**src/rtl/alu_pkg.sv**
```systemverilog
// Shared definitions for the shared-ALU arbiter: select encodings, widths,
// the flag bundle and the response-holding FSM states.
package alu_pkg;

  localparam int ALU_W = 4;
  localparam int SEL_W = 3;

  typedef enum logic [SEL_W-1:0] {
    ALU_ADD = 3'b000,
    ALU_SUB = 3'b001,
    ALU_AND = 3'b010,
    ALU_OR  = 3'b011,
    ALU_NOT = 3'b100,
    ALU_XOR = 3'b101
  } alu_sel_e;

  typedef struct packed {
    logic zero;
    logic carry;
    logic overflow;
  } alu_flags_t;

  // EMPTY: no result held; FULL: result register presented on rsp_*.
  typedef enum logic {
    ST_EMPTY = 1'b0,
    ST_FULL  = 1'b1
  } rsp_state_e;

endpackage

```
**src/rtl/alu_core.sv**
```systemverilog
// Purely combinational 4-bit ALU. Carry means carry-out for ADD and
// borrow for SUB; overflow is two's-complement overflow for ADD/SUB only.
// Selects 110/111 produce an all-zero result with zero=1.
module alu_core
  import alu_pkg::*;
(
  input  logic [ALU_W-1:0] a,
  input  logic [ALU_W-1:0] b,
  input  logic [SEL_W-1:0] sel,
  output logic [ALU_W-1:0] result,
  output alu_flags_t       flags
);

  logic [ALU_W:0] sum;
  logic [ALU_W:0] diff;

  // Evaluate the selected operation and derive flags from the 5-bit intermediates.
  always_comb begin
    sum    = {1'b0, a} + {1'b0, b};
    diff   = {1'b0, a} - {1'b0, b};
    result = '0;
    flags  = '0;
    case (alu_sel_e'(sel))
      ALU_ADD: begin
        result         = sum[ALU_W-1:0];
        flags.carry    = sum[ALU_W];
        flags.overflow = (a[ALU_W-1] == b[ALU_W-1]) && (sum[ALU_W-1] != a[ALU_W-1]);
      end
      ALU_SUB: begin
        result         = diff[ALU_W-1:0];
        flags.carry    = diff[ALU_W];
        flags.overflow = (a[ALU_W-1] != b[ALU_W-1]) && (diff[ALU_W-1] != a[ALU_W-1]);
      end
      ALU_AND: result = a & b;
      ALU_OR:  result = a | b;
      ALU_NOT: result = ~a;
      ALU_XOR: result = a ^ b;
      default: result = '0;
    endcase
    flags.zero = (result == '0);
  end

endmodule

```
**src/rtl/alu_share_arbiter.sv**
```systemverilog
// Round-robin arbiter sharing one 4-bit ALU among NUM_REQ requesters.
// One request is granted per cycle; its result is registered and offered
// on a single response channel one cycle after acceptance.
//
// Handshake: a transfer happens on a channel in any cycle where valid and
// ready are both high at the rising edge. A requester holds req_valid and
// its payload stable until it sees its req_ready bit; the response holds
// rsp_* stable until rsp_ready is seen with rsp_valid. req_ready depends
// combinationally on req_valid, rsp_ready and state, never on payload.
module alu_share_arbiter
  import alu_pkg::*;
#(
  parameter int NUM_REQ = 4,
  parameter int ID_W    = 2
) (
  input  logic                     clk,
  input  logic                     rst,
  input  logic [NUM_REQ-1:0]       req_valid,
  output logic [NUM_REQ-1:0]       req_ready,
  input  logic [ALU_W*NUM_REQ-1:0] req_a,
  input  logic [ALU_W*NUM_REQ-1:0] req_b,
  input  logic [SEL_W*NUM_REQ-1:0] req_sel,
  output logic                     rsp_valid,
  input  logic                     rsp_ready,
  output logic [ID_W-1:0]          rsp_id,
  output logic [ALU_W-1:0]         rsp_result,
  output logic                     rsp_zero,
  output logic                     rsp_carry,
  output logic                     rsp_overflow,
  output logic [15:0]              ops_done
);

  rsp_state_e       state;
  rsp_state_e       state_next;
  logic             can_accept;
  logic [ID_W:0]    pick;
  logic             grant_valid;
  logic [ID_W-1:0]  grant_id;
  logic [ID_W-1:0]  last_grant;
  logic [ALU_W-1:0] a_arr   [NUM_REQ];
  logic [ALU_W-1:0] b_arr   [NUM_REQ];
  logic [SEL_W-1:0] sel_arr [NUM_REQ];
  logic [ALU_W-1:0] alu_result;
  alu_flags_t       alu_flags;

  // Returns {found, index}: first valid requester after 'last', wrapping.
  // Scans farthest-first so the nearest candidate is the one left standing.
  function automatic logic [ID_W:0] rr_pick(input logic [NUM_REQ-1:0] valid,
                                            input logic [ID_W-1:0]    last);
    logic [ID_W:0] found;
    int            idx;
    found = '0;
    for (int k = NUM_REQ; k >= 1; k--) begin
      idx = (int'(last) + k) % NUM_REQ;
      if (valid[ID_W'(idx)]) found = {1'b1, ID_W'(idx)};
    end
    return found;
  endfunction

  // Unpack the per-requester operand buses into indexable arrays.
  always_comb begin
    for (int i = 0; i < NUM_REQ; i++) begin
      a_arr[i]   = req_a[i*ALU_W +: ALU_W];
      b_arr[i]   = req_b[i*ALU_W +: ALU_W];
      sel_arr[i] = req_sel[i*SEL_W +: SEL_W];
    end
  end

  // Arbitration, req_ready generation and next-state logic.
  always_comb begin
    can_accept  = (state == ST_EMPTY) || (rsp_ready && (state == ST_FULL));
    pick        = rr_pick(req_valid, last_grant);
    grant_id    = pick[ID_W-1:0];
    grant_valid = can_accept && pick[ID_W] && !rst;
    req_ready   = '0;
    state_next  = state;
    if (grant_valid) begin
      req_ready[grant_id] = 1'b1;
      state_next          = ST_FULL;
    end else if ((state == ST_FULL) && rsp_ready) begin
      state_next = ST_EMPTY;
    end
  end

  alu_core u_alu_core (
    .a      (a_arr[grant_id]),
    .b      (b_arr[grant_id]),
    .sel    (sel_arr[grant_id]),
    .result (alu_result),
    .flags  (alu_flags)
  );

  // FSM state register.
  always_ff @(posedge clk) begin
    if (rst) state <= ST_EMPTY;
    else     state <= state_next;
  end

  // Result register and round-robin pointer, loaded only on acceptance.
  always_ff @(posedge clk) begin
    if (rst) begin
      rsp_id       <= '0;
      rsp_result   <= '0;
      rsp_zero     <= 1'b0;
      rsp_carry    <= 1'b0;
      rsp_overflow <= 1'b0;
      last_grant   <= ID_W'(NUM_REQ - 1);
    end else if (grant_valid) begin
      rsp_id       <= grant_id;
      rsp_result   <= alu_result;
      rsp_zero     <= alu_flags.zero;
      rsp_carry    <= alu_flags.carry;
      rsp_overflow <= alu_flags.overflow;
      last_grant   <= grant_id;
    end
  end

  // Count response-channel handshakes; wraps naturally at 16 bits.
  always_ff @(posedge clk) begin
    if (rst)                          ops_done <= '0;
    else if (rsp_valid && rsp_ready)  ops_done <= ops_done + 16'd1;
  end

  assign rsp_valid = (state == ST_FULL);

endmodule

```
**config.mk**
```make
export PLATFORM = sky130hd
export DESIGN_NAME = alu_share_arbiter
export DESIGN_NICKNAME = d
export VERILOG_FILES = /design/src/rtl/alu_pkg.sv /design/src/rtl/alu_core.sv /design/src/rtl/alu_share_arbiter.sv
export SDC_FILE = /design/constraint.sdc
export NUM_CORES = 1
export LEC_CHECK = 0
export CORE_UTILIZATION = 46
export DETAILED_ROUTE_END_ITERATION = 12
export GPL_TIMING_DRIVEN = 0
export PLACE_DENSITY = 0.86
export SLEW_MARGIN = 20
export SYNTH_ARGS = -nofsm -noshare
export SYNTH_HDL_FRONTEND = slang
export SYNTH_HIERARCHICAL = 1
export SYNTH_SLANG_ARGS = --single-unit
```
**constraint.sdc**
```tcl
create_clock -name clk -period 5.4 [get_ports clk]
set_clock_uncertainty 0.2 [all_clocks]
set_input_delay 0.54 -clock clk [delete_from_list [all_inputs] [get_ports clk]]
set_output_delay 0.54 -clock clk [all_outputs]
set_load 0.02 [all_outputs]
```
-- After elaboration in Yosys (flattened, before gate mapping)
Index checks and enable logic that the tools add are counted.
- input bits: 51
- bits in registers: 28
- logic and storage cells: 80
- add/subtract/negate cells: 7
- reduce and logical (&&, ||, !) cells: 11
- bitwise operators: 6
- equality and inequality tests: 9
- order comparisons: 7
- muxes and demuxes: 32
- operators by type and width (kind ; count):
    $pmux 4 s6 ; 1
    $mux 4 ; 5
    $mux 3 ; 6
    $add 16x1->16 const B ; 1
    $bmux 4 s2 ; 2
    $lt 2x4->1 const B ; 4
    $mux 1 ; 11
    $bmux 1 s2 ; 4
    $bmux 3 s2 ; 1
    $eq 3x2->1 const B ; 2
    $eq 3x3->1 const B ; 2
    $logic_and 1x1->1 ; 6
    $add 4x4->5 ; 1
    $sub 4x4->5 ; 1
    $add 2x1->2 const B ; 2
    $add 2x2->2 const B ; 2
    $and 4x4->4 ; 1
    $logic_not 4->1 ; 1
    $not 4->4 ; 1
    $or 4x4->4 ; 1
    $pmux 2 s2 ; 1
    $xor 4x4->4 ; 1
    $eq 3x1->1 const B ; 1
    $ge 3x3->1 const B ; 1
    other kinds (11) ; 13

-- Longest topological paths before layout
Gate-level depths: netlist (run 1).
- depth in word-level cells: 16
- depth in mapped cells: 17
- depth with buffers taken out: 15

-- Cells and area by module
Netlist (run 1), hierarchy kept.
- by module, submodules not included (module ; area each (um^2) ; times used ; seq. area each (um^2) ; cells each):
    alu_share_arbiter ; 1677.9 ; 1 ; 560.5 ; 193
    alu_core ; 623.1 ; 1 ; 0.0 ; 86

-- Worst setup path before layout (run 1)
Ideal clock, no wire load.
- path type: input-to-reg
- start: in req_valid[0]
- end: reg rsp_zero
- required time: 5130 ps
- cell stages on the path: 16
- path buffers: 1
- arrival time: 3669 ps
- path slack: 1461 ps
- cells stage by stage: o21a_1 -> a211oi_4 -> buf_6 -> mux2i_1 -> mux2i_1 -> inv_1 -> ha_1 -> inv_1 -> fa_1 -> nor4bb_1 -> a31oi_2 -> o211ai_2 -> or4_1 -> nor4_2 -> nand2_1 -> a21oi_1
- RTL lines (what ; line ; text):
    start: declaration ; alu_share_arbiter.sv:18 ; input logic [NUM_REQ-1:0] req_valid,
    end signal: assignment ; alu_share_arbiter.sv:111 ; rsp_zero <= alu_flags.zero;
    end: declaration ; alu_share_arbiter.sv:27 ; output logic rsp_zero,

==> flow_metrics.tcl, run 1 <==
set metrics [dict create \
    status "finished clean" \
    synth_fp_nets 345 \
    dp_cells 425 \
    power_frac_comb 0.534 \
    fin_area_um2 3231 \
    holdBufCountCts 0 \
    worstHoldEndpoint "rsp_result[1]" \
    r2r-start "last_grant[0]" \
    synthCells 279 \
    cts_tree "built" \
    initial_core_util 0.4839 \
    min_path_cells 2 \
    hp-start "rsp_result[1]" \
    diodes 0 \
    drive_above_1_share 0.06906 \
    clockBufferDepth 2 \
    die_y_um 72.73 \
    pwr-share-clk 0.164 \
    yosys_most_used_dff "dfxtp_1" \
    crit_path_end_kind "flip-flop" \
    path_clk_slew_ns 0.09 \
    cts_root_buf "clkbuf_8" \
    ios 81 \
    cellPowerDensity_nw_per_um2 237.5 \
    detail-route-antenna-nets 0 \
    path_class "in2reg" \
    hold_path.class "reg2reg" \
    ys_ff_latch 28 \
    fp-row-count 25 \
    area_growth_syn_to_layout_pct 40.40 \
    grt_pass1_vias 2207 \
    drt_iter0_markers 159 \
    startpoint_type "input pin" \
    routedWlPerCell_um 12.94 \
    post_cts_buffers 0 \
    die_x_um 72.73 \
    grt_max_degree 16 \
    grt_usage 0.2241 \
    ys_warn_count 6 \
    clock.fmax_mhz 217.3 \
    switching_power_mw 0.2823 \
    synth_edf_count 0 \
    swShare 0.3679 \
    placed_cell_area_um2 3176 \
    instances_no_fill 429 \
    period_minus_slack_ns 4.603 \
    fin_tns_setup_ns 0 \
    vias_per_cell 5.226 \
    drc 0 \
    holdWs_ns 0.2643 \
    rsz0062_at_grt "false" \
    p_seq_frac 0.302 \
    worstMarginPinSlew_ns 0.6537 \
    synth_cell_type_count 54 \
    dieArea_um2 5289 \
    grt_antenna_before_repair 0 \
    netlist_area_um2 2301 \
    core_area_um2 4755 \
    critical_path_required_ns 5.41 \
    leakagePower_nw 1.283 \
    htreeDepth 1 \
    port_buffers 79 \
    wl_mm 5.551 \
    drv_slew 0 \
    finalCritPeriodShare 0.8524 \
    dp_hpwl_mm 4.562 \
    gp_congestion 0.8199 \
    internal-power_mw 0.4850 \
    ir_drop_v 0.0001306 \
    drv_cap 0 \
    setup_viol 0 \
    reg2regPathDepth 17 \
    cts_resized 0 \
    synthArstFlopShare 0 \
    grt_pass1_wl_mm 9.611 \
    report.final.hold_viol_count 0 \
    crit_fanout 10 \
    r2r_slack_ns 1.25 \
    seq_area_frac_synth 0.2436 \
    relSlewSlack 0.5518 \
    cts_buffers 3 \
    dr_total_vias 2242 \
    cts_sinks 28 \
    fill_cells 398 \
    clock_latency_ns 0.27 \
    r2r-end "rsp_zero" \
    arrival_ns 4.61 \
    dr.pass1.iters 4 \
    overflow 0 \
    syn_avg_cell_area_um2 8.247 \
    fin_nets 429 \
]
[kinds of logic (layout without fill, tap and decap cells)]
logic type	Yosys count	count (layout)	synth area share
XOR/XNOR	17	17	0.06471
buffers and inverters	31	114	0.07232
AND/OR/NAND/NOR	107	107	0.2469
multiplexers	35	35	0.1533
AO/OA/AOI/OAI	46	46	0.1343
flip-flops	28	28	0.2436
adder cells (fa/ha/maj)	15	15	0.08483
[cell usage after synthesis (3+ instances only)]
master,n,area share
nand2b_1,6,0.016
a21oi_1,20,0.044
o211ai_1,4,0.013
dfxtp_1,28,0.24
o21ai_0,4,0.0087
buf_2,3,0.0065
or3_1,6,0.016
nor2b_1,7,0.019
nand2_1,27,0.044
clkbuf_1,4,0.0065
xor2_1,3,0.011
buf_6,3,0.015
ha_1,14,0.076
nor2_1,26,0.042
mux2i_1,33,0.14
nand3_1,7,0.015
nor3_1,7,0.015
xnor2_1,14,0.053
nor4_1,4,0.011
inv_1,17,0.028
[metal layers]
layer  share of wire  vias to the layer above  track usage  routed length [um]
met1            0.42                     1046       0.2496                2304
met2            0.55                       56       0.4528                3038
met3           0.023                        8      0.01381                 130
met4           0.014                        0      0.05882                  78
met5               0                        -            0                   0
li1                -                     1132            -                   -
[metrics by stage]
step                power, mW  utilization  setup WS, ns
finish                 0.7673       0.6795        0.7972
global placement       0.6321       0.6679        0.6564
global route           0.8247       0.6795        0.4944
CTS                    0.7686       0.6795        0.7744
detailed placement     0.6439       0.6679        0.5134
floorplan              0.5197            -         1.461
[placed cells by master, fill, tap and decap left out, types with 4 or more instances in the layout]
cell type	count
ha_1	14
or3_1	6
clkbuf_8	6
nor2_1	26
nor2b_1	7
nand2_1	27
clkdlybuf4s50_1	79
mux2i_1	33
xnor2_1	14
inv_1	17
a21oi_1	20
dfxtp_1	28
nand3_1	7
o21ai_0	4
clkbuf_1	4
nor4_1	4
nand2b_1	6
nor3_1	7
o211ai_1	4
[final cells by class]
| cell class | count | area [um2] | share of cell area |
|---|---|---|---|
| Timing Repair Buffer | 79 | 790.8 | 0.2448 |
| Buffer | 13 | 98.84 | 0.03060 |
| Multi-Input combinational cell | 220 | 1574 | 0.4872 |
| Inverter | 18 | 67.56 | 0.02091 |
| Tap cell | 67 | 83.83 | 0.02595 |
| Clock buffer | 4 | 55.05 | 0.01704 |
| Sequential cell | 28 | 560.5 | 0.1735 |
[flip-flops by register name, indices dropped and copies added (netlist names)]
register and flops:
rsp_carry 1, rsp_id 2, last_grant 2, rsp_overflow 1, rsp_valid 1, rsp_zero 1, ops_done 16, rsp_result 4
[how the worst max path moves through the flow]
| stage | from | to | slack, ns |
|---|---|---|---|
| after global placement | req_valid[1] | rsp_zero | 0.66 |
| after detailed placement | req_valid[1] | rsp_zero | 0.51 |
| after floorplan | req_valid[0] | rsp_zero | 1.46 |
| after global routing | req_valid[1] | rsp_zero | 0.49 |
| after CTS | req_valid[1] | rsp_zero | 0.77 |
| final | req_valid[1] | rsp_zero | 0.80 |
[power by group through the flow]
| stage | Clock [mW] | Combinational, mW | Sequential [mW] |
|---|---|---|---|
| final | 0.126 | 0.409 | 0.232 |
| after global routing | 0.139 | 0.451 | 0.234 |
| after CTS | 0.128 | 0.409 | 0.232 |
| after detailed placement | 0 | 0.407 | 0.237 |
| after global placement | 0 | 0.396 | 0.236 |
| after floorplan | 0 | 0.268 | 0.252 |
[critical path, cell delays in order]
cell and delay [ns]:
clkdlybuf4s50_1 0.49, o21a_1 0.24, a211oi_4 0.49, buf_6 0.25, mux2i_1 0.09, mux2i_1 0.29
inv_1 0.13, ha_1 0.25, inv_1 0.08, fa_1 0.40, nor4bb_1 0.15, a31oi_2 0.20
o211ai_2 0.11, or4_1 0.55, nor4_2 0.15, nand2_1 0.08, a21oi_1 0.12
Power figures use the tool's default switching activity.
==> run 2: changes to the inputs <==
--- a/config.mk
+++ b/config.mk
@@ -5,10 +5,13 @@
 export SDC_FILE = /design/constraint.sdc
 export NUM_CORES = 1
 export LEC_CHECK = 0
+export CORE_ASPECT_RATIO = 1.4
 export CORE_UTILIZATION = 46
 export DETAILED_ROUTE_END_ITERATION = 12
 export GPL_TIMING_DRIVEN = 0
 export PLACE_DENSITY = 0.86
+export RECOVER_POWER = 25
+export SKIP_CTS_REPAIR_TIMING = 1
 export SLEW_MARGIN = 20
 export SYNTH_ARGS = -nofsm -noshare
 export SYNTH_HDL_FRONTEND = slang
==> flow_metrics.tcl, run 2 (synthesis gave the netlist of run 1 again) <==
set metrics [dict create \
    largest_register_ffs 16 \
    vias_per_cell 5.343 \
    clock.fmax_mhz 211.4 \
    grt_pass1_vias 2227 \
    area_growth_syn_to_layout_pct 40.29 \
    ios 81 \
    fin_nets 429 \
    fin_tns_setup_ns 0 \
    arrival_ns 4.75 \
    seq_area_um2 560.5 \
    diodes 0 \
    grt_pass1_wl_mm 9.232 \
    grt_usage 0.2252 \
    crit_fanout 10 \
    die_x_um 61.78 \
    relSlewSlack 0.5680 \
    largest_register "ops_done" \
    path_clk_slew_ns 0.10 \
    critical_path_required_ns 5.42 \
    grt_antenna_before_repair 0 \
    wl_met2_mm 3.227 \
    dr.pass1.iters 4 \
    ir_drop_v 0.0001045 \
    dieArea_um2 5293 \
    reg_top3 "ops_done (16), rsp_result (4)" \
    finalCritPeriodShare 0.8759 \
    clock_latency_ns 0.28 \
    core_area_um2 4842 \
    status "finished clean" \
    dp_hpwl_mm 4.571 \
    path_class "in2reg" \
    dr_total_vias 2276 \
    wl_met1_mm 1.943 \
    grt_max_degree 17 \
    cts_tree "built" \
    die_y_um 85.68 \
    multi_input_area_um2 1569 \
    worstMarginPinSlew_ns 0.6300 \
    rsz0062_at_grt "false" \
    startpoint_type "input pin" \
    cts_sinks 28 \
    drv_cap 0 \
    detail-route-antenna-nets 0 \
    overflow 0 \
    cts_root_buf "clkbuf_8" \
    routedWlPerCell_um 13.09 \
    fp-row-count 30 \
    final_common_cell "clkdlybuf4s50_1" \
    layout.cells.most_common_list "clkdlybuf4s50_1 (73), mux2i_1 (33), dfxtp_1 (28), nand2_1 (27), nor2_1 (26)" \
    report.final.hold_viol_count 0 \
    htreeDepth 1 \
    cts_buffers 3 \
    drive_above_1_share 0.06354 \
    period_minus_slack_ns 4.730 \
    holdWs_ns 0.2649 \
    gp_congestion 0.8597 \
    top_layer "met4" \
    fill_cells 397 \
    crit_path_end_kind "flip-flop" \
    drv_slew 0 \
    port_buffers 79 \
    clockBufferDepth 2 \
    drc 0 \
    setup_viol 0 \
    leakagePower_nw 1.296 \
    initial_core_util 0.4752 \
    drt_iter0_markers 131 \
    dr_wl_met3_um 241 \
    wl_mm 5.577 \
    hold_path.class "reg2reg" \
    cellPowerDensity_nw_per_um2 250.1 \
]
run 2: changes by cell type in the layout (fill, tap and decap cells not counted):
cell and change:
clkdlybuf4s50_1 -6, dlygate4sd3_1 +6, clkbuf_8 -2, bufinv_16 +1, clkbuf_1 +1, nand3_1 +1, nand3_2 -1
run 2: critical path, cell delays in order:
cell and delay, ns:
dlygate4sd3_1 0.61, o21a_1 0.22, a211oi_4 0.51, buf_6 0.25
mux2i_1 0.09, mux2i_1 0.29, inv_1 0.13, ha_1 0.24
inv_1 0.07, fa_1 0.42, nor4bb_1 0.15, a31oi_2 0.18
o211ai_2 0.10, or4_1 0.54, nor4_2 0.17, nand2_1 0.09
a21oi_1 0.14
run 2: layout make-up:
class                           count  share of cell area
Multi-Input combinational cell    220              0.4860
Timing Repair Buffer               79              0.2450
Sequential cell                    28              0.1736
Buffer                             13             0.02752
Tap cell                           64             0.02481
Inverter                           18             0.02093
Clock buffer                        3             0.01279
Clock inverter                      1            0.009302
run 2: path summary, 6_finish.rpt:
path | start | to | slack (ns) | cells past startpoint
setup / recovery | req_valid[1] | rsp_zero | 0.67 | 17
hold reg to reg | rsp_carry | rsp_carry | 0.26 | 2
hold / removal | rsp_carry | rsp_carry | 0.26 | 2
setup reg to reg | last_grant[0] | rsp_zero | 1.19 | 17
run 2: per-layer routing:
metal / GRT usage / up-vias
met3: 0.01056 / 15
li1: - / 1133
met5: 0 / -
met1: 0.2100 / 1028
met2: 0.4624 / 100
met4: 0.09697 / 0
run 2: power breakdown:
part	switching (mW)	internal, mW	total, mW
sequential	0.0107	0.222	0.233
clock	0.0692	0.0994	0.169
combinational	0.211	0.195	0.406
total	0.291	0.517	0.807
run 2: metrics by stage:
stage	utilization	setup WS, ns	total power [mW]	cell area (um2)	std cells
2_1_floorplan	-	1.461	0.5197	2301	279
3_3_place_gp	0.6550	0.6273	0.6334	3172	422
3_5_place_dp	0.6550	0.4515	0.6471	3172	422
4_1_cts	0.6698	0.7485	0.8143	3243	426
5_1_grt	0.6667	0.3871	0.8617	3228	426
6_report	0.6667	0.6700	0.8073	3228	426
